### config.mk
export PLATFORM = sky130hd
export DESIGN_NAME = chunk_serial_adder
export DESIGN_NICKNAME = d
export VERILOG_FILES = /design/src/rtl/chunk_serial_adder.sv
export SDC_FILE = /design/constraint.sdc
export NUM_CORES = 1
export LEC_CHECK = 0
export ABC_AREA = 1
export BUFFER_PORTS_ARGS = -buffer_cell sky130_fd_sc_hd__buf_2
export CORE_MARGIN = 8
export CORE_UTILIZATION = 25
export CTS_CLUSTER_SIZE = 20
export DETAILED_ROUTE_END_ITERATION = 12
export MAX_ROUTING_LAYER = met4
export PLACE_DENSITY_LB_ADDON = 0.25
export RECOVER_POWER = 50
export SYNTH_ARGS = -nofsm -noshare
export SYNTH_HDL_FRONTEND = slang
export SYNTH_SLANG_ARGS = --single-unit
### constraint.sdc
create_clock -name clk -period 3.7 [get_ports clk]
set_input_delay 1.11 -clock clk [delete_from_list [all_inputs] [get_ports clk]]
set_output_delay 1.11 -clock clk [all_outputs]
set_load 0.005 [all_outputs]
### src/rtl/chunk_serial_adder.sv
// chunk_serial_adder
// Multi-cycle adder/subtractor: a WIDTH-bit operation is evaluated CHUNK bits
// per clock, with the inter-chunk carry held in a flop. This avoids a
// full-width combinational carry chain. Subtract is a + ~b + 1. A start/busy/
// done handshake frames each operation. Signed overflow is reported as the
// carry into the MSB XOR the carry out of the MSB.
module chunk_serial_adder #(
  parameter int WIDTH = 16,
  parameter int CHUNK = 4
) (
  input  logic             clk,
  input  logic             rst_n,
  input  logic             start,
  input  logic             sub,
  input  logic [WIDTH-1:0] a,
  input  logic [WIDTH-1:0] b,
  input  logic             cin,
  output logic             busy,
  output logic             done,
  output logic [WIDTH-1:0] sum,
  output logic             cout,
  output logic             ovf
);

  // Number of chunk cycles and the counter that walks through them.
  localparam int NCH   = WIDTH / CHUNK;
  localparam int CNT_W = (NCH > 1) ? $clog2(NCH) : 1;
  localparam logic [CNT_W-1:0] CNT_LAST = CNT_W'(NCH - 1);
  localparam logic [CNT_W-1:0] CNT_ZERO = {CNT_W{1'b0}};

  // Control states.
  localparam logic [1:0] ST_IDLE = 2'd0;
  localparam logic [1:0] ST_RUN  = 2'd1;
  localparam logic [1:0] ST_DONE = 2'd2;

  // Reject configurations that cannot be split into whole chunks.
  if (WIDTH < 1 || CHUNK < 1 || (WIDTH % CHUNK) != 0) begin : g_bad_params
    $error("chunk_serial_adder: WIDTH must be a positive multiple of CHUNK");
  end

  // The carry into a bit can be recovered from the sum bit and its two
  // addend bits: s = a ^ b ^ c  =>  c = s ^ a ^ b.
  function automatic logic carry_into_bit(input logic s_bit,
                                          input logic a_bit,
                                          input logic b_bit);
    return s_bit ^ a_bit ^ b_bit;
  endfunction

  logic [1:0]       state_r;
  logic [1:0]       state_nxt_s;
  logic             accept_s;
  logic             last_s;

  logic [CNT_W-1:0] cnt_r;
  logic [WIDTH-1:0] a_r;
  logic [WIDTH-1:0] b_r;       // b already inverted for subtract
  logic             carry_r;   // inter-chunk carry; holds c0 at accept
  logic [WIDTH-1:0] acc_r;

  int               bit_idx_s;
  logic [CHUNK-1:0] a_chunk_s;
  logic [CHUNK-1:0] b_chunk_s;
  logic [CHUNK:0]   chunk_add_s;
  logic [WIDTH-1:0] acc_nxt_s;
  logic             msb_cin_s;

  logic             busy_r;
  logic             done_r;
  logic [WIDTH-1:0] sum_r;
  logic             cout_r;
  logic             ovf_r;

  // Next-state logic; a new operation is accepted from IDLE or DONE only.
  always_comb begin
    state_nxt_s = state_r;
    accept_s    = 1'b0;
    last_s      = (cnt_r == CNT_LAST);
    case (state_r)
      ST_IDLE: begin
        if (start) begin
          accept_s    = 1'b1;
          state_nxt_s = ST_RUN;
        end else begin
          state_nxt_s = ST_IDLE;
        end
      end
      ST_RUN: begin
        if (last_s) begin
          state_nxt_s = ST_DONE;
        end else begin
          state_nxt_s = ST_RUN;
        end
      end
      ST_DONE: begin
        if (start) begin
          accept_s    = 1'b1;
          state_nxt_s = ST_RUN;
        end else begin
          state_nxt_s = ST_IDLE;
        end
      end
      default: begin
        state_nxt_s = ST_IDLE;
      end
    endcase
  end

  // Chunk datapath: add the current slice plus the carry flop, and merge the
  // slice result into a copy of the accumulator.
  always_comb begin
    bit_idx_s   = int'(cnt_r) * CHUNK;
    a_chunk_s   = a_r[bit_idx_s +: CHUNK];
    b_chunk_s   = b_r[bit_idx_s +: CHUNK];
    chunk_add_s = {1'b0, a_chunk_s} + {1'b0, b_chunk_s} + {{CHUNK{1'b0}}, carry_r};
    acc_nxt_s   = acc_r;
    acc_nxt_s[bit_idx_s +: CHUNK] = chunk_add_s[CHUNK-1:0];
    // On the final chunk, bit CHUNK-1 of the slice is the operand MSB; for
    // CHUNK=1 this reduces to the carry flop itself.
    msb_cin_s   = carry_into_bit(chunk_add_s[CHUNK-1], a_chunk_s[CHUNK-1],
                                 b_chunk_s[CHUNK-1]);
  end

  // State register and registered handshake outputs.
  always_ff @(posedge clk or negedge rst_n) begin
    if (!rst_n) begin
      state_r <= ST_IDLE;
      busy_r  <= 1'b0;
      done_r  <= 1'b0;
    end else begin
      state_r <= state_nxt_s;
      busy_r  <= (state_nxt_s == ST_RUN);
      done_r  <= (state_nxt_s == ST_DONE);
    end
  end

  // Operand capture on accept, then one chunk per cycle while running.
  always_ff @(posedge clk or negedge rst_n) begin
    if (!rst_n) begin
      a_r     <= {WIDTH{1'b0}};
      b_r     <= {WIDTH{1'b0}};
      carry_r <= 1'b0;
      acc_r   <= {WIDTH{1'b0}};
      cnt_r   <= CNT_ZERO;
    end else if (accept_s) begin
      a_r     <= a;
      b_r     <= sub ? ~b : b;
      carry_r <= sub ? 1'b1 : cin;
      acc_r   <= {WIDTH{1'b0}};
      cnt_r   <= CNT_ZERO;
    end else if (state_r == ST_RUN) begin
      acc_r   <= acc_nxt_s;
      carry_r <= chunk_add_s[CHUNK];
      cnt_r   <= last_s ? CNT_ZERO : (cnt_r + CNT_W'(1));
    end else begin
      acc_r   <= acc_r;
      carry_r <= carry_r;
      cnt_r   <= cnt_r;
    end
  end

  // Result registers update only on the edge that finishes the last chunk.
  always_ff @(posedge clk or negedge rst_n) begin
    if (!rst_n) begin
      sum_r  <= {WIDTH{1'b0}};
      cout_r <= 1'b0;
      ovf_r  <= 1'b0;
    end else if ((state_r == ST_RUN) && last_s) begin
      sum_r  <= acc_nxt_s;
      cout_r <= chunk_add_s[CHUNK];
      ovf_r  <= msb_cin_s ^ chunk_add_s[CHUNK];
    end else begin
      sum_r  <= sum_r;
      cout_r <= cout_r;
      ovf_r  <= ovf_r;
    end
  end

  assign busy = busy_r;
  assign done = done_r;
  assign sum  = sum_r;
  assign cout = cout_r;
  assign ovf  = ovf_r;

endmodule

---- Word level (Yosys, flattened, before mapping) ----
Index checks and enable logic that the tools add are counted.
storage, ports and cells
  register bits after elaboration ......... 73
  word-level logic and storage cells ...... 47
  input bits .............................. 37
  output and inout bits ................... 20
operators by class
  reductions and logical operators ........ 4
  bitwise gates (word level) .............. 4
  shift operators ......................... 4
  add/subtract/negate cells ............... 4
  multiplexer cells ....................... 15
  eq/ne operators ......................... 5
operators with widths
  operator                 number
  $mux 16                  3
  $neg 4->33               1
  $shift 4x33->16 const A  1
  $shiftx 4x33->16         1
  $shiftx 16x5->4          2
  $bwmux 16                1
  $not 16->16              1
  $mux 2                   4
  $eq 2x2->1 const B       3
  $mux 1                   6
  $add 4x4->5              1
  $add 5x1->5              1
  $eq 2x1->1 const B       2
  $pmux 2 s2               1
  $xor 1x1->1              3
  $add 2x1->2 const B      1
  $logic_not 2->1          1
  $reduce_bool 2->1        1
  $reduce_or 2->1          1
  $logic_and 1x1->1        1

---- Longest topological paths before layout ----
Gate-level depths: netlist (run 1).
  depth in word-level cells ............... 7
  gate-level depth with buffers ........... 15
  mapped depth without buffers ............ 15

---- Least setup slack after synthesis (run 1) ----
OpenSTA, ideal clock, no wires.
  path type ............................... reg-to-reg
  from .................................... reg cnt_r[0]
  to ...................................... reg acc_r[14]
  period minus slack after synthesis ...... 2.548 ns
  slack ................................... 1.152 ns
  cell stages (with the launch flop) ...... 14
  buffers on the path ..................... 2
  data arrival time ....................... 2.417 ns
  cell sequence ........................... dfrtp_1 -> inv_2 -> buf_6 -> buf_2 -> nor2_1 -> o22ai_1 -> fa_1 -> fa_1 -> xnor2_1 -> nor2_2 -> nand3_1 -> o21ai_0 -> nand2_1 -> o21ai_0
on the way
  longest elaborated chain between the ends .. 7
  elaborated cells on any way between the ends .. 10
  those cells by class .................... add/sub (3); shift (4); mux (3)
RTL lines
  what                                line      source
  start: declaration                  54        logic [CNT_W-1:0] cnt_r;
  start signal: assignment            153       cnt_r <= last_s ? CNT_ZERO : (cnt_r + CNT_W'(1));
  start signal: assignment            157       cnt_r <= cnt_r;
  $shiftx 16x5->4 (on tied branches)  112, 113
  $add 4x4->5                         114       chunk_add_s = {1'b0, a_chunk_s} + {1'b0, b_chunk_s} + {{CHUNK{1'b0}}, carry_r};
  $add 5x1->5                         114
  $shiftx 4x33->16                    116       acc_nxt_s[bit_idx_s +: CHUNK] = chunk_add_s[CHUNK-1:0];
  $bwmux 16 (*)                       116
  $mux 16 (*)                         150       end else if (state_r == ST_RUN) begin
  $mux 16 (*)                         144       end else if (accept_s) begin
  end signal: assignment              148       acc_r <= {WIDTH{1'b0}};
  end signal: assignment              151       acc_r <= acc_nxt_s;
  end signal: assignment              155       acc_r <= acc_r;
  end: declaration                    58        logic [WIDTH-1:0] acc_r;
Every way passes the cells marked *; elsewhere a longest branch is shown, timed or not. The select of a mux whose other input is x is not followed.
A chain may end at the register's enable or synchronous reset.

---- Worst setup path after layout (run 1) ----
  from .................................... reg cnt_r[1]
  to ...................................... reg acc_r[6]
Same word-level chain as after synthesis.

==> flow_summary.toml, run 1 <==
[status]
status = "complete, but fails checks"
violations = "capacitance limit, slew limit"

[die]
core-area_um2 = 14400
start_util = 0.253
die_h_um = 136
io_pins = 57
rows = 44
die_w_um = 136
die_area_um2 = 18600

[sta]
fin_crit_sh = 0.815
clock-skew-final_ns = 0.00649
max_slew_margin = -0.199
tightest_slew_ns = 1.80
post-route-min-period_ns = 3.02
setup_tns_ns = 0
rsz0062_at_grt = "no"
max_freq_ghz = 0.332
setup_viol = 0
drv_slew = 32
hold_viol = 0

[cts]
cts_tree = "done"
htree_levels = 3
ctsResizeCount = 0
cts_buffer_depth = 2
clock-sinks = 73
cts_setup_buffers = 0
path_clk_slew_ns = 0.06
cts_root_buf = "clkbuf_16"
insertion_delay_ns = 0.33
cts_buffers = 9
cts_hold_buf = 0

[critical_path]
start_kind = "register"
setup.worst_path.start = "cnt_r[1]"
cp_slowest_cell = "dfrtp_1"
cp-end-kind = "register"
crit_fanout = 14
slowest_delay_ns = 0.64
crit_type = "reg -> reg"
path_cells = "inv_1 > o21ai_0 > o22ai_1 > fa_1 > fa_1 > xnor2_1 > nor2_2 > nand2_1 > o22ai_1 > nand2_1 > o21ai_0"
worst_ep_required_time_ns = 3.94
arrival_ns = 3.25
regToRegStartpoint = "cnt_r[1]"

[grt]
grt_max_degree = 52
grt_util_all_layers = 0.107
antenna_found_initial = 0
grt_pass1_vias = 3076
grt_overflow = 0
grt_pass1_wl_um = 15300

[power]
p_leak_nw = 2.19
swShare = 0.438
p_comb_frac = 0.478
irDropWorstVdd_v = 0.000343
cellPowerDensity_nw_per_um2 = 967
clockPowerShare = 0.195
p_sw_mw = 1.84
p_seq_frac = 0.326
intPower_mw = 2.36

[synth]
netlist_instances = 438
synth_cell_type_count = 27
netlist.area_leader.share = 0.503
ys_seq_area_frac = 0.503
ys.warnings.count = 0
yosys.area.top_type = "dfrtp_1"
synthTopCellsByArea = "dfrtp_1 (50%), nand2_1 (17%), o21ai_0 (6.8%)"
ys_seq_elements = 73
syn-cell-area_um2 = 3630
post_synth.cell_area_avg_um2 = 8.29
syn_nets = 486

[detailed_routing]
dr.first_iter.drc_count = 119
wirelength_um = 9260
dr.pass1.iters = 4
antenna_left = 0
viasPerCell = 4.36
drcViolationCount = 0
vias = 2944
post_drt_wl_per_cell_um = 13.7

[place]
gp_congestion = 0.823
portBuffers = 56
place_area_um2 = 4070
place_hpwl_um = 6800

[cells_and_area]
syn_to_final_growth_pct = 19.7
drive_gt1_frac = 0.171
nNetsFinal = 536
fin_area_um2 = 4340
num_antenna_cells = 0

[min_path]
min-delay-start = "a_r[5]"
worstHoldPathType = "reg -> reg"

[flow_run]
drv_cap = 1
metal layers:
layer | routed length, um | vias to the layer above | global-route usage
li1 | - | 1501 | -
met1 | 4460 | 1367 | 0.131
met2 | 4280 | 62 | 0.168
met3 | 355 | 14 | 0.0261
met4 | 167 | 0 | 0.0403
met5 | 0 | - | -
registers in the layout, summed over array words and instances, names as in the netlist:
signal and flops:
a_r 16, acc_r 16, b_r 16, sum 16, cnt_r 2, state_r 2
busy 1, carry_r 1, cout 1, done 1, ovf 1
cell usage after synthesis:
cell type  number
nor2_1         16
dfrtp_1        73
nor2_4          1
nand4_4         1
ha_1            9
inv_1          27
nand3_1        16
nand2_1       166
inv_2           4
buf_1           1
xnor2_1        17
clkinv_1        1
o211ai_1        1
nand4_1         2
nand3_2         1
clkbuf_1        7
fa_1            2
a21oi_1         2
o22ai_1        15
nand2_2         5
a22oi_1         5
buf_4           3
buf_2           7
nor2_2          2
buf_6           2
o21ai_0        49
o21ai_1         3
power by group through the flow:
| stage | clock [mW] | sequential [mW] | combinational [mW] |
|---|---|---|---|
| CTS | 0.845 | 1.38 | 2.05 |
| detailed placement | 0 | 1.39 | 2.04 |
| finish | 0.821 | 1.37 | 2.01 |
| global placement | 0 | 1.39 | 2.01 |
| global route | 0.874 | 1.41 | 2.33 |
| floorplan | 0 | 1.31 | 1.54 |
kinds of logic after synthesis:
| kind of cell | count (synthesis) | synth area share |
|---|---|---|
| xor+xnor | 17 | 0.0410 |
| fa+ha+maj | 11 | 0.0421 |
| compound gates | 75 | 0.113 |
| flops | 73 | 0.503 |
| buf+inv | 52 | 0.0634 |
| simple gates | 210 | 0.238 |
layout make-up:
cell class                 instances  area (um^2)
inverter                          32          120
sequential                        73         1830
clock inverter                     2         12.5
fill                            1546        10000
timing repair buffer              59          314
multi-input combinational        313         1570
tap                              184          230
clock buffer                      13          270
per-stage QoR:
stage / power (mW) / cells / hold WS, ns / setup WS (ns) / util
2_1_floorplan: 2.85 / 438 / 0.444 / 1.15 / -
3_3_place_gp: 3.40 / 661 / 0.458 / 0.792 / 0.283
3_5_place_dp: 3.42 / 661 / 0.461 / 0.706 / 0.283
4_1_cts: 4.27 / 676 / 0.476 / 0.696 / 0.303
5_1_grt: 4.61 / 676 / 0.491 / 0.369 / 0.302
6_report: 4.20 / 676 / 0.471 / 0.684 / 0.302
worst max-delay path, delay by kind of cell (launching register included):
kind            cells  cell delay, ns
fa+ha+maj           2            0.90
compound gates      4            0.56
flops               1            0.64
buf+inv             1            0.36
simple gates        3            0.29
xor+xnor            1            0.18
final timing paths:
path,endpoint,cells past startpoint,slack (ns)
setup reg to reg,acc_r[6],11,0.68
hold / removal,a_r[5],2,0.47
setup / recovery,acc_r[6],11,0.68
min in group asynchronous,sum[10],1,1.26
max in group asynchronous,b_r[10],1,1.40
hold reg to reg,a_r[5],2,0.47
cells in the final DEF (no fill, tap or decap):
cell | Yosys | routed
a21oi_1 | 2 | 2
nand3_1 | 16 | 16
buf_2 | 7 | 55
o211ai_1 | 1 | 1
nor2_2 | 2 | 1
fa_1 | 2 | 2
o22ai_1 | 15 | 15
nand2_2 | 5 | 5
nor2_4 | 1 | 1
clkbuf_16 | 0 | 9
a22oi_1 | 5 | 5
clkbuf_8 | 0 | 3
inv_1 | 27 | 28
nand4_4 | 1 | 1
clkinv_1 | 1 | 1
dfrtp_1 | 73 | 73
clkinv_2 | 0 | 1
o21ai_1 | 3 | 3
inv_2 | 4 | 3
o21ai_0 | 49 | 49
clkbuf_1 | 7 | 2
xnor2_1 | 17 | 17
nand2_1 | 166 | 166
nand3_2 | 1 | 1
nor2_1 | 16 | 17
buf_12 | 0 | 1
buf_4 | 3 | 2
nand4_1 | 2 | 2
ha_1 | 9 | 9
clkinvlp_4 | 0 | 1
Note: power is estimated with default switching activity, not from simulation.
==> run 2, diff against run 1 <==
==> constraint.sdc (replaced) <==
create_clock -name clk -period 2.6 [get_ports clk]
set_input_delay 0.78 -clock clk [delete_from_list [all_inputs] [get_ports clk]]
set_output_delay 0.78 -clock clk [all_outputs]
set_load 0.005 [all_outputs]
==> run 2 against run 1 <==
The run now ends clean. Final cell count is 1.9% higher. Worst hold slack lost 0.0027 ns. Combinational power grew 57%. Non-clock buffer count rose by 13. Count of clock-buffer cells in the layout down 4. Critical path type unchanged. Critical endpoint unchanged. Largest cell class unchanged. Highest routed layer unchanged.
==> flow_summary.toml, run 2 (same netlist as run 1, synthesis figures left out) <==
[place]
gp_congestion = 0.798
dp_slack_ns = -0.0177
portBuffers = 56
place_area_um2 = 4170
place_hpwl_um = 6980

[die]
die_w_um = 136
die_h_um = 136
start_util = 0.253
core-area_um2 = 14400
die_area_um2 = 18600
rows = 44
io_pins = 57

[power]
cellPowerDensity_nw_per_um2 = 1410
irDropWorstVdd_v = 0.000623
p_leak_nw = 2.25

[cts]
clock-sinks = 73
cts_buffer_depth = 2
cts_tree = "done"
cts_hold_buf = 0
insertion_delay_ns = 0.34
cts_buffers = 9
path_clk_slew_ns = 0.06
htree_levels = 3
cts_root_buf = "clkbuf_16"

[critical_path]
worst_ep_required_time_ns = 2.85
cp-end-kind = "register"
crit_type = "reg -> reg"
crit_fanout = 11
arrival_ns = 2.67
start_kind = "register"

[detailed_routing]
dr.first_iter.drc_count = 181
drcViolationCount = 0
wirelength_um = 9390
antenna_left = 0
post_drt_wl_per_cell_um = 13.6
viasPerCell = 4.38
vias = 3020
dr.pass1.iters = 4

[sta]
hold_viol = 0
fin_crit_sh = 0.931
max_slew_margin = 0.348
clock-skew-final_ns = 0.00889
setup_viol = 0
drv_slew = 0
tightest_slew_ns = 0.978
post-route-min-period_ns = 2.42
setup_tns_ns = 0
max_freq_ghz = 0.413
holdWs_ns = 0.469
layout_setup_ws_ns = 0.179
rsz0062_at_grt = "no"

[grt]
grt_max_degree = 57
grt_overflow = 0
grt_util_all_layers = 0.110
grt_pass1_vias = 3155
grt_pass1_wl_um = 15700
antenna_found_initial = 0

[cells_and_area]
final_cell_mix = "nand2_1 (166), dfrtp_1 (71), buf_2 (55)"
num_antenna_cells = 0
nNetsFinal = 549
layout_commonest_cell = "nand2_1"
fillCellCount = 1541
drive_gt1_frac = 0.206
fin_area_um2 = 4450
syn_to_final_growth_pct = 22.7

[status]
status = "completed"

[flow_run]
drv_cap = 0

[min_path]
worstHoldPathType = "reg -> reg"
==> run 2: cell types whose count changed in the layout (fill, tap and decap cells not counted), moves of 2 or more <==
cell	delta
clkbuf_8	-3
dfrtp_2	+2
nor2_1	-2
clkinv_2	+2
o21ai_1	+3
nor2_2	+2
buf_4	+9
dfrtp_1	-2
o21ai_0	-3
==> run 2: per-layer routing <==
layer / up-vias / GRT usage / wire, um
met5: - / - / 0
met4: 0 / 0.0360 / 152
met3: 11 / 0.0290 / 364
met2: 67 / 0.171 / 4250
met1: 1412 / 0.137 / 4620
li1: 1530 / - / -
==> run 2: through the flow <==
stage                util  std cells  power [mW]
finish              0.310        689        6.30
global route        0.310        689        6.92
CTS                 0.310        688        6.34
detailed placement  0.290        673        5.08
global placement    0.290        673        5.02
floorplan               -        438        4.06
==> run 2: worst paths after layout <==
path / endpoint / cells past startpoint / startpoint / slack, ns
hold / removal: sum[15] / 2 / sum[15] / 0.47
setup / recovery: acc_r[6] / 11 / cnt_r[0] / 0.18
setup reg to reg: acc_r[6] / 11 / cnt_r[0] / 0.18
hold reg to reg: sum[15] / 2 / sum[15] / 0.47
min in group asynchronous: acc_r[12] / 1 / rst_n / 0.58
max in group asynchronous: cnt_r[1] / 2 / rst_n / 0.53
==> run 2: layout make-up <==
class | instances | area, um^2 | area share
flip-flops and latches | 73 | 1830 | 0.411
clock inverters | 6 | 60.1 | 0.0135
inverters | 32 | 120 | 0.0270
well taps | 184 | 230 | 0.0517
multi-input cells | 313 | 1590 | 0.356
clock buffers | 9 | 225 | 0.0506
repair buffers | 72 | 402 | 0.0902
==> run 2: timing repair <==
item                       4_1_cts  5_1_grt
setup buffers                    0        1
setup endpoints to repair        2       18
gates cloned                     0        0
gates resized for setup          2        7
pin swaps                        0        1
==> run 2: critical path: stages, from the launching register on <==
cell and delay [ns]:
dfrtp_2 0.43, inv_2 0.11, o21ai_1 0.15, o22ai_1 0.12
fa_1 0.45, fa_2 0.39, xnor2_1 0.17, nor2_2 0.19
nand2_1 0.08, o22ai_2 0.11, nand2_1 0.06, o21ai_0 0.08
==> run 2: report_power, final <==
| group | internal (mW) | switching [mW] | leakage (nW) |
|---|---|---|---|
| Combinational | 1.18 | 1.97 | 1.16 |
| Sequential | 1.63 | 0.294 | 0.948 |
| Clock | 0.732 | 0.481 | 0.137 |
| Total | 3.55 | 2.75 | 2.25 |
